`src/rtl/nregister_shift_bank.sv`:
```
// Bank of LANES independent WIDTH-bit registers with masked load, shift, rotate and clear.
// Every output is a direct register output; there is no combinational path from the inputs.
module nregister_shift_bank #(
   parameter int               WIDTH     = 8,
   parameter int               LANES     = 4,
   parameter logic [WIDTH-1:0] RESET_VAL = '0
) (
   input  logic                   clk,
   input  logic                   reset_n,
   input  logic                   io_clear,
   input  logic [LANES-1:0]       io_enable,
   input  logic [2:0]             io_mode,
   input  logic [LANES*WIDTH-1:0] io_D,
   input  logic [WIDTH-1:0]       io_mask,
   input  logic [LANES-1:0]       io_sin,
   output logic [LANES*WIDTH-1:0] io_Q,
   output logic [LANES-1:0]       io_sout,
   output logic [LANES-1:0]       io_changed
);

   typedef enum logic [2:0] {
      MODE_HOLD = 3'b000,
      MODE_LOAD = 3'b001,
      MODE_SHL  = 3'b010,
      MODE_SHR  = 3'b011,
      MODE_ROTL = 3'b100,
      MODE_ROTR = 3'b101
   } mode_e;

   logic [LANES-1:0][WIDTH-1:0] q, q_next;
   logic [LANES-1:0]            sout, sout_next;
   logic [LANES-1:0]            changed, changed_next;

   always_comb begin
      // NOTE: every variable gets a default before any branch, so no path can leave
      // it unassigned and infer a latch.
      q_next       = q;
      sout_next    = sout;
      changed_next = '0;
      for (int i = 0; i < LANES; i++) begin
         if (io_clear) begin
            q_next[i]    = RESET_VAL;
            sout_next[i] = 1'b0;
         end else if (io_enable[i]) begin
            case (io_mode)
               MODE_LOAD: q_next[i] = (io_D[i*WIDTH +: WIDTH] & io_mask) | (q[i] & ~io_mask);
               MODE_SHL: begin
                  q_next[i]    = {q[i][WIDTH-2:0], io_sin[i]};
                  sout_next[i] = q[i][WIDTH-1];
               end
               MODE_SHR: begin
                  q_next[i]    = {io_sin[i], q[i][WIDTH-1:1]};
                  sout_next[i] = q[i][0];
               end
               MODE_ROTL: begin
                  q_next[i]    = {q[i][WIDTH-2:0], q[i][WIDTH-1]};
                  sout_next[i] = q[i][WIDTH-1];
               end
               MODE_ROTR: begin
                  q_next[i]    = {q[i][0], q[i][WIDTH-1:1]};
                  sout_next[i] = q[i][0];
               end
               default: q_next[i] = q[i];  // hold and the two unused 11x codes
            endcase
         end
         // Value comparison, so identical loads and uniform rotates do not flag a change.
         changed_next[i] = (q_next[i] != q[i]);
      end
   end

   // NOTE: sequential state uses non-blocking assignments so all registers update
   // together from pre-edge values, independent of statement order.
   always_ff @(posedge clk or negedge reset_n) begin
      if (!reset_n) begin
         q       <= {LANES{RESET_VAL}};
         sout    <= '0;
         changed <= '0;
      end else begin
         q       <= q_next;
         sout    <= sout_next;
         changed <= changed_next;
      end
   end

   assign io_Q       = q;
   assign io_sout    = sout;
   assign io_changed = changed;

endmodule
```
`config.mk`:
```
export PLATFORM = sky130hd
export DESIGN_NAME = nregister_shift_bank
export DESIGN_NICKNAME = d
export VERILOG_FILES = /design/src/rtl/nregister_shift_bank.sv
export SDC_FILE = /design/constraint.sdc
export NUM_CORES = 1
export LEC_CHECK = 0
export BUFFER_PORTS_ARGS = -buffer_cell sky130_fd_sc_hd__buf_2
export CAP_MARGIN = 40
export CORE_ASPECT_RATIO = 1.5
export CORE_MARGIN = 3
export CORE_UTILIZATION = 40
export CTS_BUF_LIST = sky130_fd_sc_hd__clkbuf_8 sky130_fd_sc_hd__clkbuf_16
export CTS_CLUSTER_DIAMETER = 60
export DETAILED_ROUTE_END_ITERATION = 10
export PLACE_DENSITY_LB_ADDON = 0.25
export SYNTH_ARGS = -nofsm -noshare
export SYNTH_HDL_FRONTEND = slang
export SYNTH_SLANG_ARGS = --single-unit
```
`constraint.sdc`:
```
create_clock -name clk -period 2.64 [get_ports clk]
set_input_delay 0.396 -clock clk [delete_from_list [all_inputs] [get_ports clk]]
set_output_delay 0.396 -clock clk [all_outputs]
set_load 0.1 [all_outputs]
```
After elaboration in Yosys (flattened, before gate mapping)
Cells that the tools add are included.
Widths: inputs -> output; s select.
{"block": "word_totals", "regBits": 40, "output_inout_bits": 40, "wordCells": 66, "inputBits": 54}
{"block": "op_classes", "muxes": 24, "eq_ne": 9, "reduce_logical": 11, "bitwise": 13}
{"cell": "$pmux 8 s5", "count": 4}
{"cell": "$and 8x8->8", "count": 8}
{"cell": "$mux 8", "count": 8}
{"cell": "$ne 8x8->1", "count": 4}
{"cell": "$or 8x8->8", "count": 4}
{"cell": "$mux 1", "count": 8}
{"cell": "$not 8->8", "count": 1}
{"cell": "$pmux 1 s2", "count": 4}
{"cell": "$reduce_and 2->1", "count": 4}
{"cell": "$reduce_bool 2->1", "count": 4}
{"cell": "$eq 3x2->1 const B", "count": 2}
{"cell": "$eq 3x3->1 const B", "count": 2}
{"cell": "$reduce_or 2->1", "count": 2}
{"cell": "$eq 3x1->1 const B", "count": 1}
{"cell": "$reduce_bool 3->1", "count": 1}

Longest topological paths before layout
{"block": "logic_depth", "word_depth": 7, "mapped_depth": 10}

Least setup slack after synthesis
OpenSTA, ideal clock, no wires.
{"block": "synth_path", "path_type": "register to register", "start": "reg q (netlist bit io_Q[12])", "end": "reg changed[1] (netlist: io_changed[1])", "period_less_slack_ns": 2.545, "arrival_ns": 2.406, "stages_incl_launch_ff": 7, "setup_ns": 0.140, "path_slack_ns": 0.095, "path_cell_list": "dfrtp_1 -> or4_1 -> o41ai_1 -> o41ai_1 -> or3_1 -> nor4_1 -> nand4_1"}
{"block": "synth_via", "elab_chain_cells": 6}
{"element": "start: declaration", "line_no": "30", "text": "logic [LANES-1:0][WIDTH-1:0] q, q_next;"}
{"element": "start signal: assignment", "line_no": "75", "text": "q <= {LANES{RESET_VAL}};"}
{"element": "start signal: assignment", "line_no": "79", "text": "q <= q_next;"}
{"element": "$and 8x8->8", "line_no": "46", "text": "MODE_LOAD: q_next[i] = (io_D[i*WIDTH +: WIDTH] & io_mask) | (q[i] & ~io_mask);"}
{"element": "$or 8x8->8", "line_no": "46"}
{"element": "$pmux 8 s5", "line_no": "45", "text": "case (io_mode)"}
{"element": "$mux 8", "line_no": "44", "text": "end else if (io_enable[i]) begin"}
{"element": "$mux 8", "line_no": "41", "text": "if (io_clear) begin"}
{"element": "$ne 8x8->1 (*)", "line_no": "67", "text": "changed_next[i] = (q_next[i] != q[i]);"}
{"element": "named net changed_next[1]", "line_no": "32", "text": "logic [LANES-1:0] changed, changed_next;"}
{"element": "end signal: assignment", "line_no": "81", "text": "changed <= changed_next;"}
{"element": "end: declaration", "line_no": "32"}
Mark *: on every way through the listed nets, which the timed path passes. The rest lies on a longest branch.
A chain may end at the register's enable or synchronous reset.

Worst setup path after layout
{"block": "layout_path", "start": "reg q (netlist bit io_Q[11])", "end": "reg changed[1] (netlist: io_changed[1])"}
Same word-level chain as after synthesis.

==> metrics.txt <==
# TYPE chip_impl_metric gauge
chip_impl_info{name="outcome",value="finished clean"} 1
chip_impl_metric{name="layout.filler_cells",unit=""} 852
chip_impl_metric{name="reg2reg_depth",unit=""} 6
chip_impl_metric{name="worst_setup_hold_path_clk_slew",unit="ps"} 60
chip_impl_metric{name="layout_min_cycle_time",unit="ps"} 2278
chip_impl_info{name="synth_top_flop_cell",value="sky130_fd_sc_hd__dfrtp_1"} 1
chip_impl_metric{name="antenna_cells",unit=""} 0
chip_impl_metric{name="total_length_of_routed_wires",unit="um"} 13080
chip_impl_metric{name="clock_sink_count",unit=""} 40
chip_impl_metric{name="io_buffer_count",unit=""} 93
chip_impl_metric{name="worst_setup_slack_for_register_to_register_paths",unit="ps"} 360
chip_impl_metric{name="final.setup.tns",unit="ps"} 0
chip_impl_metric{name="clock_tree.buffer_depth",unit=""} 2
chip_impl_metric{name="fin_total_pwr",unit="mW"} 2.484
chip_impl_metric{name="synth.avg_cell_area",unit="um2"} 7.996
chip_impl_metric{name="synthesis.nets",unit=""} 507
chip_impl_metric{name="cp_data_arrival_time",unit="ps"} 2430
chip_impl_info{name="worst_setup_path_end_kind",value="register"} 1
chip_impl_metric{name="layout_nets",unit=""} 590
chip_impl_metric{name="postSynthCellCount",unit=""} 453
chip_impl_metric{name="postSynthRegisterBits",unit=""} 40
chip_impl_metric{name="via_per_inst",unit=""} 6.366
chip_impl_metric{name="gpl.final_weighted_congestion",unit=""} 0.9351
chip_impl_metric{name="dpl.cell_count",unit=""} 636
chip_impl_metric{name="max_capacitance_violation_total",unit=""} 0
chip_impl_metric{name="post_synth_edffs",unit=""} 0
chip_impl_metric{name="timing.slew.headroom",unit="%"} 62.18
chip_impl_metric{name="worst_ep_required_time",unit="ps"} 2790
chip_impl_info{name="layout.cells.most_common_list",value="93 x sky130_fd_sc_hd__buf_2, 46 x sky130_fd_sc_hd__nor2_1, 42 x sky130_fd_sc_hd__mux2i_1"} 1
chip_impl_metric{name="ys.warnings.count",unit=""} 0
chip_impl_info{name="post_synth_main_area_contributors",value="sky130_fd_sc_hd__dfrtp_1 28%, sky130_fd_sc_hd__mux2i_1 12%, sky130_fd_sc_hd__nor2_1 4.8%"} 1
chip_impl_metric{name="fp.dieW",unit="um"} 83.70
chip_impl_metric{name="floorplan.die_area",unit="um2"} 10260
chip_impl_metric{name="layout_worst_path_cycle_share",unit="%"} 86.28
chip_impl_metric{name="syn-cell-area",unit="um2"} 3622
chip_impl_metric{name="worst_hold_slack",unit="ps"} 63.95
chip_impl_metric{name="postCtsResizedCells",unit=""} 0
chip_impl_metric{name="synth_cell_type_count",unit=""} 63
chip_impl_info{name="critical_path.reg2reg.endpoint",value="io_changed[1]$_DFF_PN0_"} 1
chip_impl_metric{name="asyncSetResetFlopFracSynth",unit="%"} 100.0
chip_impl_metric{name="drc",unit=""} 0
chip_impl_metric{name="worstPathMaxFanout",unit=""} 7
chip_impl_metric{name="die_height",unit="um"} 122.5
chip_impl_metric{name="grt_start_max_net_pins",unit=""} 40
chip_impl_metric{name="placeableCoreArea",unit="um2"} 8618
chip_impl_info{name="tritoncts",value="built"} 1
chip_impl_metric{name="worst_ir_drop_on_vdd",unit="uV"} 386.7
chip_impl_metric{name="drive_above_1_share",unit="%"} 27.00
chip_impl_metric{name="antenna_found_initial",unit=""} 0
chip_impl_metric{name="grt_first_pass_wirelength",unit="um"} 20770
chip_impl_metric{name="cts_post_setup_buffers_inserted",unit=""} 0
chip_impl_metric{name="synth-seq-area-share",unit="%"} 27.63
chip_impl_metric{name="route.vias.total",unit=""} 4100
chip_impl_info{name="hold_path.class",value="input pin to async pin"} 1
chip_impl_metric{name="max_clock_freq",unit="MHz"} 439.0
chip_impl_metric{name="maxSlewViolCount",unit=""} 0
chip_impl_metric{name="number_of_rows_created_at_floorplan",unit=""} 41
chip_impl_info{name="synth_top_cell_by_area",value="sky130_fd_sc_hd__dfrtp_1"} 1
chip_impl_metric{name="io_pins",unit=""} 94
chip_impl_metric{name="drtIter0Drc",unit=""} 374
chip_impl_info{name="r2r_start",value="io_Q[11]$_DFF_PN0_"} 1
chip_impl_info{name="setup_repair_after_global_routing_missed_its_margin",value="false"} 1
chip_impl_metric{name="timing_worst_slew_pin_value",unit="ps"} 566.1
chip_impl_metric{name="initial_utilization",unit="%"} 42.03
chip_impl_metric{name="grt_usage",unit="%"} 25.35
chip_impl_info{name="critPathLaunchType",value="register"} 1
chip_impl_metric{name="grt-ovfl-total",unit=""} 0
chip_impl_metric{name="dp_hpwl",unit="um"} 9681
chip_impl_metric{name="wl_per_cell",unit="um"} 20.31
chip_impl_metric{name="drt_pass1_iterations",unit=""} 6
chip_impl_info{name="ctsRootBufferMaster",value="sky130_fd_sc_hd__clkbuf_16"} 1
chip_impl_metric{name="setup_viol_count_final",unit=""} 0
chip_impl_info{name="layout.cells.most_common",value="sky130_fd_sc_hd__buf_2"} 1
chip_impl_metric{name="antenna_left",unit=""} 0
chip_impl_metric{name="yosys.area.top_type_share",unit="%"} 27.63
chip_impl_metric{name="final_hold_viol_count",unit=""} 0
chip_impl_metric{name="finalClockSkew",unit="ps"} 4.711
chip_impl_metric{name="cts_hold_buf",unit=""} 0
chip_impl_metric{name="cts_made_buffers",unit=""} 5
chip_impl_metric{name="cts.htree.levels",unit=""} 2
chip_impl_metric{name="clock_latency",unit="ps"} 290
chip_impl_metric{name="cellPowerDensity",unit="nW/um2"} 559.3
chip_impl_metric{name="final_cell_count_no_fill",unit=""} 644
chip_impl_metric{name="leakagePower",unit="nW"} 2.014
chip_impl_metric{name="area_growth_syn_to_layout",unit="%"} 22.63
chip_impl_metric{name="first_global_vias",unit=""} 3916
chip_impl_info{name="timing.setup.critical_path_class",value="register to register"} 1
==> worst max path at each step <==
stage	cells after the start	start	end	slack (ps)
floorplan	6	io_Q[12]$_DFF_PN0_	io_changed[1]$_DFF_PN0_	90
CTS	6	io_Q[11]$_DFF_PN0_	io_changed[1]$_DFF_PN0_	380
global placement	8	io_mode[1]	io_changed[3]$_DFF_PN0_	230
detailed placement	8	io_mode[1]	io_changed[3]$_DFF_PN0_	200
finish	6	io_Q[11]$_DFF_PN0_	io_changed[1]$_DFF_PN0_	360
global route	6	io_Q[11]$_DFF_PN0_	io_changed[1]$_DFF_PN0_	210
==> state kept, by name (all words and copies together), names as in the netlist <==
register,flops
io_changed,4
io_Q,32
io_sout,4
==> through the flow <==
| stage | setup WS [ps] | util (%) | area (um2) |
|---|---|---|---|
| 5_1_grt | 209.4 | 51.54 | 4442 |
| 3_5_place_dp | 202.9 | 49.42 | 4259 |
| 6_report | 362.3 | 51.54 | 4442 |
| 4_1_cts | 379.2 | 51.54 | 4442 |
| 3_3_place_gp | 234.6 | 49.10 | 4232 |
| 2_1_floorplan | 94.71 | - | 3622 |
==> routing by layer <==
layer,track usage [%],wire [um],vias to the layer above
li1,-,-,1888
met3,4.164,991,38
met2,44.27,6572,224
met5,0,0,-
met4,9.155,368,0
met1,31.49,5146,1950
==> kinds of logic after synthesis <==
group / Yosys count / synth area share [%]
DFF: 40 / 27.63
buffers and inverters: 56 / 6.943
and+or+nand+nor: 156 / 21.24
AOI/OAI and AO/OA: 145 / 27.70
muxes: 53 / 15.03
xor gates and xnor gates: 3 / 1.451
==> worst max-delay path, cell delays in order, from the launching register on <==
cell                      delay [ps]
sky130_fd_sc_hd__dfrtp_1         460
sky130_fd_sc_hd__or4_1           540
sky130_fd_sc_hd__o41ai_1         240
sky130_fd_sc_hd__o41ai_1         140
sky130_fd_sc_hd__or3_1           390
sky130_fd_sc_hd__nor4_1          260
sky130_fd_sc_hd__nand4_1         120
==> synthesized netlist by cell type, types with 6 or more instances <==
| library cell | instances |
|---|---|
| sky130_fd_sc_hd__nor2_1 | 46 |
| sky130_fd_sc_hd__mux2i_1 | 42 |
| sky130_fd_sc_hd__dfrtp_1 | 40 |
| sky130_fd_sc_hd__a21oi_1 | 30 |
| sky130_fd_sc_hd__nand2_1 | 26 |
| sky130_fd_sc_hd__nand3_1 | 23 |
| sky130_fd_sc_hd__clkbuf_1 | 20 |
| sky130_fd_sc_hd__o21ai_0 | 20 |
| sky130_fd_sc_hd__o22ai_1 | 17 |
| sky130_fd_sc_hd__nor3_1 | 16 |
| sky130_fd_sc_hd__inv_1 | 12 |
| sky130_fd_sc_hd__a211oi_1 | 11 |
| sky130_fd_sc_hd__mux2_2 | 11 |
| sky130_fd_sc_hd__buf_2 | 9 |
| sky130_fd_sc_hd__o22a_1 | 8 |
| sky130_fd_sc_hd__and3_1 | 7 |
| sky130_fd_sc_hd__buf_1 | 7 |
| sky130_fd_sc_hd__nor2b_1 | 7 |
| sky130_fd_sc_hd__o221ai_1 | 7 |
| sky130_fd_sc_hd__buf_4 | 6 |
| sky130_fd_sc_hd__nand2b_1 | 6 |
==> where the power goes <==
group,internal (mW),switching (mW),total (mW),leakage (nW)
sequential,0.662,0.0723,0.735,0.527
combinational,0.278,0.717,0.995,1.40
clock,0.498,0.256,0.754,0.0901
total,1.44,1.05,2.48,2.01
==> cell type report <==
type,count,area [um2],area share (%)
flip-flops and latches,40,1001,22.54
multi-input cells,357,2370,53.35
clock inverters,1,30.03,0.6761
well taps,107,133.9,3.014
clock buffers,7,152.6,3.437
repair buffers,119,705.7,15.89
inverters,13,48.80,1.099
(Power assumes the default switching activity.)
